`src/rtl/time_set.sv`:
```
// Time/alarm setting controller.
// Walks the user through hours, minutes and (for the clock only) seconds using
// three debounced push-buttons. When the edit is committed it emits a one-cycle
// load strobe to either the running clock or the alarm register. An inactivity
// timer abandons an edit without loading anything.
module time_set #(
  parameter int TIMEOUT = 1000
) (
  input  logic       clk,
  input  logic       rst_n,
  input  logic       btn_mode,
  input  logic       btn_inc,
  input  logic       btn_ok,
  input  logic       tgt,
  input  logic [3:0] cur_hr_t,
  input  logic [3:0] cur_hr_o,
  input  logic [3:0] cur_min_t,
  input  logic [3:0] cur_min_o,
  input  logic [3:0] cur_sec_t,
  input  logic [3:0] cur_sec_o,
  output logic [3:0] hr_t,
  output logic [3:0] hr_o,
  output logic [3:0] min_t,
  output logic [3:0] min_o,
  output logic [3:0] sec_t,
  output logic [3:0] sec_o,
  output logic       time_ow,
  output logic       alarm_set,
  output logic       editing,
  output logic [1:0] field
);

  localparam int            CW   = $clog2(TIMEOUT + 1);
  localparam logic [CW-1:0] LAST = CW'(TIMEOUT - 1);

  typedef enum logic [2:0] {IDLE, EDIT_HR, EDIT_MIN, EDIT_SEC, COMMIT} state_t;

  state_t        state, state_nxt;
  logic          primed, mode_q, inc_q, ok_q;
  logic          mode_e, inc_e, ok_e, in_edit;
  logic          tgt_q;
  logic [CW-1:0] cnt;
  logic [7:0]    hr, min, sec;

  // Hours increment in BCD: 23 wraps to 00, units 9 carry into tens.
  function automatic logic [7:0] inc_hr(input logic [7:0] v);
    if (v == 8'h23)          return 8'h00;
    else if (v[3:0] == 4'd9) return {v[7:4] + 4'd1, 4'd0};
    else                     return {v[7:4], v[3:0] + 4'd1};
  endfunction

  // Minutes/seconds increment in BCD: 59 wraps to 00 with no outward carry.
  function automatic logic [7:0] inc_ms(input logic [7:0] v);
    if (v[3:0] != 4'd9)      return {v[7:4], v[3:0] + 4'd1};
    else if (v[7:4] == 4'd5) return 8'h00;
    else                     return {v[7:4] + 4'd1, 4'd0};
  endfunction

  // primed stays low for the first cycle after reset so a button held through
  // reset release is absorbed into the previous-level registers, not seen as an edge.
  assign mode_e  = primed & btn_mode & ~mode_q;
  assign inc_e   = primed & btn_inc  & ~inc_q;
  assign ok_e    = primed & btn_ok   & ~ok_q;
  assign in_edit = (state == EDIT_HR) || (state == EDIT_MIN) || (state == EDIT_SEC);

  // Previous-level registers for rising-edge detection.
  always_ff @(posedge clk or negedge rst_n) begin
    // NOTE: sequential state uses non-blocking assignments so every register
    // samples pre-edge values regardless of statement order.
    if (!rst_n) begin
      primed <= 1'b0;
      mode_q <= 1'b0;
      inc_q  <= 1'b0;
      ok_q   <= 1'b0;
    end else begin
      primed <= 1'b1;
      mode_q <= btn_mode;
      inc_q  <= btn_inc;
      ok_q   <= btn_ok;
    end
  end

  // Next-state selection with ok > mode > inc priority and inactivity timeout.
  always_comb begin
    // NOTE: default assignment first so no path leaves state_nxt unassigned
    // (which would infer a latch).
    state_nxt = state;
    unique case (state)
      IDLE:     if (mode_e) state_nxt = EDIT_HR;
      EDIT_HR, EDIT_MIN, EDIT_SEC: begin
        if (ok_e) begin
          state_nxt = COMMIT;
        end else if (mode_e) begin
          if (state == EDIT_HR)                 state_nxt = EDIT_MIN;
          else if (state == EDIT_MIN && !tgt_q) state_nxt = EDIT_SEC;
          else                                  state_nxt = COMMIT;
        end else if (!inc_e && cnt == LAST) begin
          state_nxt = IDLE;
        end
      end
      COMMIT:   state_nxt = IDLE;
      default:  state_nxt = IDLE;
    endcase
  end

  // FSM state, registered status/strobe outputs, inactivity counter and edit digits.
  always_ff @(posedge clk or negedge rst_n) begin
    if (!rst_n) begin
      state     <= IDLE;
      editing   <= 1'b0;
      field     <= 2'd0;
      time_ow   <= 1'b0;
      alarm_set <= 1'b0;
      tgt_q     <= 1'b0;
      cnt       <= '0;
      hr        <= 8'h00;
      min       <= 8'h00;
      sec       <= 8'h00;
    end else begin
      state     <= state_nxt;
      editing   <= (state_nxt == EDIT_HR) || (state_nxt == EDIT_MIN) ||
                   (state_nxt == EDIT_SEC);
      unique case (state_nxt)
        EDIT_HR:  field <= 2'd1;
        EDIT_MIN: field <= 2'd2;
        EDIT_SEC: field <= 2'd3;
        default:  field <= 2'd0;
      endcase
      time_ow   <= (state_nxt == COMMIT) && !tgt_q;
      alarm_set <= (state_nxt == COMMIT) &&  tgt_q;

      if (in_edit && !(mode_e || inc_e || ok_e)) cnt <= cnt + 1'b1;
      else                                       cnt <= '0;

      if (state == IDLE && mode_e) begin
        tgt_q <= tgt;
        hr    <= {cur_hr_t,  cur_hr_o};
        min   <= {cur_min_t, cur_min_o};
        sec   <= {cur_sec_t, cur_sec_o};
      end else if (in_edit && inc_e && !mode_e && !ok_e) begin
        unique case (state)
          EDIT_HR:  hr  <= inc_hr(hr);
          EDIT_MIN: min <= inc_ms(min);
          EDIT_SEC: sec <= inc_ms(sec);
          default:  ;
        endcase
      end
    end
  end

  assign {hr_t,  hr_o}  = hr;
  assign {min_t, min_o} = min;
  assign {sec_t, sec_o} = sec;

endmodule

```
`config.mk`:
```
export PLATFORM = sky130hd
export DESIGN_NAME = time_set
export DESIGN_NICKNAME = d
export VERILOG_FILES = /design/src/rtl/time_set.sv
export SDC_FILE = /design/constraint.sdc
export NUM_CORES = 1
export LEC_CHECK = 0
export ABC_AREA = 0
export CAP_MARGIN = 20
export CORE_MARGIN = 2
export CORE_UTILIZATION = 47
export CTS_CLUSTER_SIZE = 10
export DETAILED_ROUTE_END_ITERATION = 7
export PLACE_DENSITY = 0.76
export SYNTH_ARGS = -nofsm -noshare
export SYNTH_HDL_FRONTEND = slang
export SYNTH_SLANG_ARGS = --single-unit
export TNS_END_PERCENT = 30
```
`constraint.sdc`:
```
create_clock -name clk -period 2.9 [get_ports clk]
set_input_delay 0.58 -clock clk [delete_from_list [all_inputs] [get_ports clk]]
set_output_delay 0.58 -clock clk [all_outputs]
set_load 0.005 [all_outputs]
```
==> impl_metrics.yaml <==
run_status:
  status: "completed"
synthesis:
  netlist_instances: 273
  mappedNetlistNets: 312
  synth.cell_area_sq_mm: 0.00252
  synth_edf_count: 0
  ys_async_sr_fraction: 1.00
  yosysUniqueCellTypes: 41
  avgSynthCellArea_sq_um: 9.23
  netlist.top_cell.by_area: "sky130_fd_sc_hd__dfrtp_1"
  synth_ff_type: "sky130_fd_sc_hd__dfrtp_1"
  main_area_contributors_after_synthesis: "sky130_fd_sc_hd__dfrtp_1 (47%), sky130_fd_sc_hd__ha_1 (4.5%), sky130_fd_sc_hd__nor2_1 (4.5%), sky130_fd_sc_hd__nand2_1 (4.0%), sky130_fd_sc_hd__nand3_1 (3.8%)"
  yosysWarningCount: 0
  synth.ff_latch_count: 47
  netlist.area_leader.share: 0.467
  yosysSeqAreaShare: 0.467
pwr:
  max-vdd-ir-drop_mv: 0.317
  total_switching_power_uw: 476
  p_clk_frac: 0.260
  power_switching_share: 0.285
  leakagePower_uw: 0.00137
  sequentialPowerShare: 0.499
  pwr_dens_mw_per_mm2: 509
  power.internal_uw: 1190
  total_power_uw: 1670
  power.share.combinational: 0.241
placed_design:
  detailedPlacementHpwl_um: 4140
  gp_routability_congestion: 0.816
  placement.cell_area_sq_mm: 0.00317
  quantity_of_i_o_buffers_inserted_on_ports: 58
clock_tree:
  post_cts_hold_buffer_count: 0
  post-cts-setup-buffer-count: 0
  post_cts_resized: 0
  path_clk_slew_ns: 0.08
  clock_tree.buffer_depth: 2
  tritoncts: "done"
  number_of_buffers_created_by_cts: 5
  cts_root_buffer: "sky130_fd_sc_hd__clkbuf_8"
  cts_num_sinks: 47
  clkLatencyLatePin_ns: 0.30
  htree_num_levels: 2
final_layout:
  multiInputGateArea_sq_mm: 0.00126
  finalCoreUtilization: 0.637
  final_net_count: 372
  final_layout_size_suffix_gt1_frac: 0.0539
  area_delta_synth_final_pct: 29.9
  stdcell_area_sq_mm: 0.00327
  register_area_sq_mm: 0.00118
  number_of_antenna_cells_inserted: 0
  layout.filler_cells: 457
global_routing:
  met1_usage: 0.282
  overflow: 0
  grt-busiest-layer: "met2"
  grt_max_degree: 28
  globalRouteMet2Util: 0.318
  antenna_found_initial: 0
  grt_pass1_wl_um: 9880
  grt_use_met3: 0.0494
  via_count_of_the_first_global_routing_pass: 2086
  globalRouteTotalUtil: 0.205
route:
  wire_per_inst_um: 13.9
  drt_iter0_drc: 109
  first_pass_iters: 5
  postRouteAntennaNets: 0
  drc: 0
  route.final.wire_length_um: 5620
  post_detailed_route_via_to_cell_ratio: 5.42
  num_vias: 2189
timing:
  report.final.setup_viol: 0
  max_freq_ghz: 0.405
  rsz0062_at_grt: "false"
  final.period_utilization: 0.851
  final-hold-violation-count: 0
  slew_violations: 0
  tightestPinTransition_ns: 0.532
  tns_ns: 0
  layout_min_cycle_time_ns: 2.47
  slew_headroom: 0.644
  fin_worst_skew_ns: 0.00559
setup_path:
  critPathArrivalTime_ns: 2.71
  end_kind: "flip-flop"
  crit_path_start_kind: "primary input"
  worst-endpoint-required_ns: 3.14
  worst-path-max-fanout: 8
  path_class: "primary input to flip-flop"
floorplan:
  die_height_um: 77.2
  fp.dieArea_sq_mm: 0.00596
  num_io_pins: 59
  core.rowCount: 26
  core_region_area_sq_mm: 0.00514
  start_util: 0.490
  die_outline_width_um: 77.2
hold_path:
  holdCritPathClass: "primary input to asynchronous set/reset pin"
job:
  cap_viol_max_count: 0
-- cells by family after synthesis --
| group | count (synthesis) | synth area share |
|---|---|---|
| flops | 47 | 0.467 |
| fa+ha+maj | 9 | 0.0447 |
| other cells | 1 | 0.00149 |
| mux | 4 | 0.0159 |
| buf+inv | 21 | 0.0372 |
| xor+xnor | 13 | 0.0452 |
| compound gates | 46 | 0.111 |
| simple gates | 132 | 0.278 |
-- power by group through the flow --
stage,Sequential [uW],Combinational [uW],Clock [uW]
2_1_floorplan,826,175,0
6_report,832,402,433
3_3_place_gp,841,395,0
4_1_cts,829,409,447
5_1_grt,848,452,477
3_5_place_dp,842,407,0
-- registers in the layout, indices dropped and copies added (netlist names) --
name       flops
alarm_set      1
cnt           10
editing        1
field          2
hr             8
inc_q          1
min            8
mode_q         1
ok_q           1
primed         1
sec            8
state          3
tgt_q          1
time_ow        1
-- final cells by class --
type,count,area share
well taps,70,0.0267
clock buffers,8,0.0306
inverters,11,0.0126
flip-flops and latches,47,0.359
multi-input cells,205,0.384
repair buffers,63,0.187
-- layer usage --
metal,vias to the layer above,share of wire
met5,-,0
met4,0,0.014
met3,8,0.052
met2,58,0.49
met1,1032,0.45
li1,1091,-
-- worst max-delay path: stages --
cell	delay, ns
sky130_fd_sc_hd__clkdlybuf4s50_1	0.44
sky130_fd_sc_hd__nor2b_1	0.17
sky130_fd_sc_hd__or4_4	0.58
sky130_fd_sc_hd__or3_4	0.43
sky130_fd_sc_hd__or4_1	0.41
sky130_fd_sc_hd__nand3_1	0.09
-- synthesized netlist by cell type, types with 5 or more instances --
| master | instances |
|---|---|
| sky130_fd_sc_hd__dfrtp_1 | 47 |
| sky130_fd_sc_hd__nor2_1 | 30 |
| sky130_fd_sc_hd__nand2_1 | 27 |
| sky130_fd_sc_hd__nand3_1 | 19 |
| sky130_fd_sc_hd__o21ai_0 | 18 |
| sky130_fd_sc_hd__inv_1 | 11 |
| sky130_fd_sc_hd__ha_1 | 9 |
| sky130_fd_sc_hd__nor2b_1 | 9 |
| sky130_fd_sc_hd__a31oi_1 | 8 |
| sky130_fd_sc_hd__a21oi_1 | 7 |
| sky130_fd_sc_hd__clkbuf_1 | 7 |
| sky130_fd_sc_hd__xor2_1 | 7 |
| sky130_fd_sc_hd__nand4_1 | 6 |
| sky130_fd_sc_hd__xnor2_1 | 6 |
| sky130_fd_sc_hd__nand3b_1 | 5 |
| sky130_fd_sc_hd__nor3_1 | 5 |
| sky130_fd_sc_hd__nor4_1 | 5 |
-- layout by cell type (no fill, tap or decap), types with 2 or more instances in the layout --
cell,instances
sky130_fd_sc_hd__o211ai_1,4
sky130_fd_sc_hd__nor4_1,4
sky130_fd_sc_hd__a22o_1,2
sky130_fd_sc_hd__and3_1,4
sky130_fd_sc_hd__and4_1,2
sky130_fd_sc_hd__o21a_1,2
sky130_fd_sc_hd__clkdlybuf4s50_1,57
sky130_fd_sc_hd__xnor2_1,6
sky130_fd_sc_hd__or3_1,3
sky130_fd_sc_hd__a21o_1,2
sky130_fd_sc_hd__xor2_1,7
sky130_fd_sc_hd__nand3b_1,5
sky130_fd_sc_hd__o21ai_0,18
sky130_fd_sc_hd__nor4_2,2
sky130_fd_sc_hd__a31oi_1,8
sky130_fd_sc_hd__nand2b_1,2
sky130_fd_sc_hd__a21oi_1,7
sky130_fd_sc_hd__nor3_1,5
sky130_fd_sc_hd__inv_1,11
sky130_fd_sc_hd__or4_1,3
sky130_fd_sc_hd__dfrtp_1,47
sky130_fd_sc_hd__and2_1,3
sky130_fd_sc_hd__and3b_1,2
sky130_fd_sc_hd__nor4b_1,2
sky130_fd_sc_hd__mux2i_1,4
sky130_fd_sc_hd__nand3_1,19
sky130_fd_sc_hd__nor2_1,30
sky130_fd_sc_hd__buf_4,5
sky130_fd_sc_hd__clkbuf_8,7
sky130_fd_sc_hd__nand4_1,6
sky130_fd_sc_hd__nand2_1,27
sky130_fd_sc_hd__ha_1,9
sky130_fd_sc_hd__nor2b_1,9
-- worst paths after layout --
| kind | startpoint | to | slack [ns] | cells after the start |
|---|---|---|---|---|
| worst max-delay path | btn_ok | sec[7] | 0.43 | 6 |
| worst min-delay path | rst_n | ok_q | 0.24 | 1 |
| worst max register to register | inc_q | sec[7] | 0.78 | 5 |
| worst min register to register | cnt[0] | cnt[0] | 0.46 | 1 |
| max in group asynchronous | rst_n | state[0] | 1.94 | 2 |
| min in group clk | cnt[0] | cnt[0] | 0.46 | 1 |
-- stage by stage --
| step | setup slack, ns | std cells | hold slack [ns] |
|---|---|---|---|
| after floorplan | 0.622 | 273 | 0.284 |
| after global placement | 0.170 | 396 | 0.444 |
| after detailed placement | 0.115 | 396 | 0.453 |
| after CTS | 0.433 | 404 | 0.244 |
| after global routing | 0.347 | 404 | 0.258 |
| final | 0.432 | 404 | 0.237 |
Note: power is estimated with default switching activity, not from simulation.
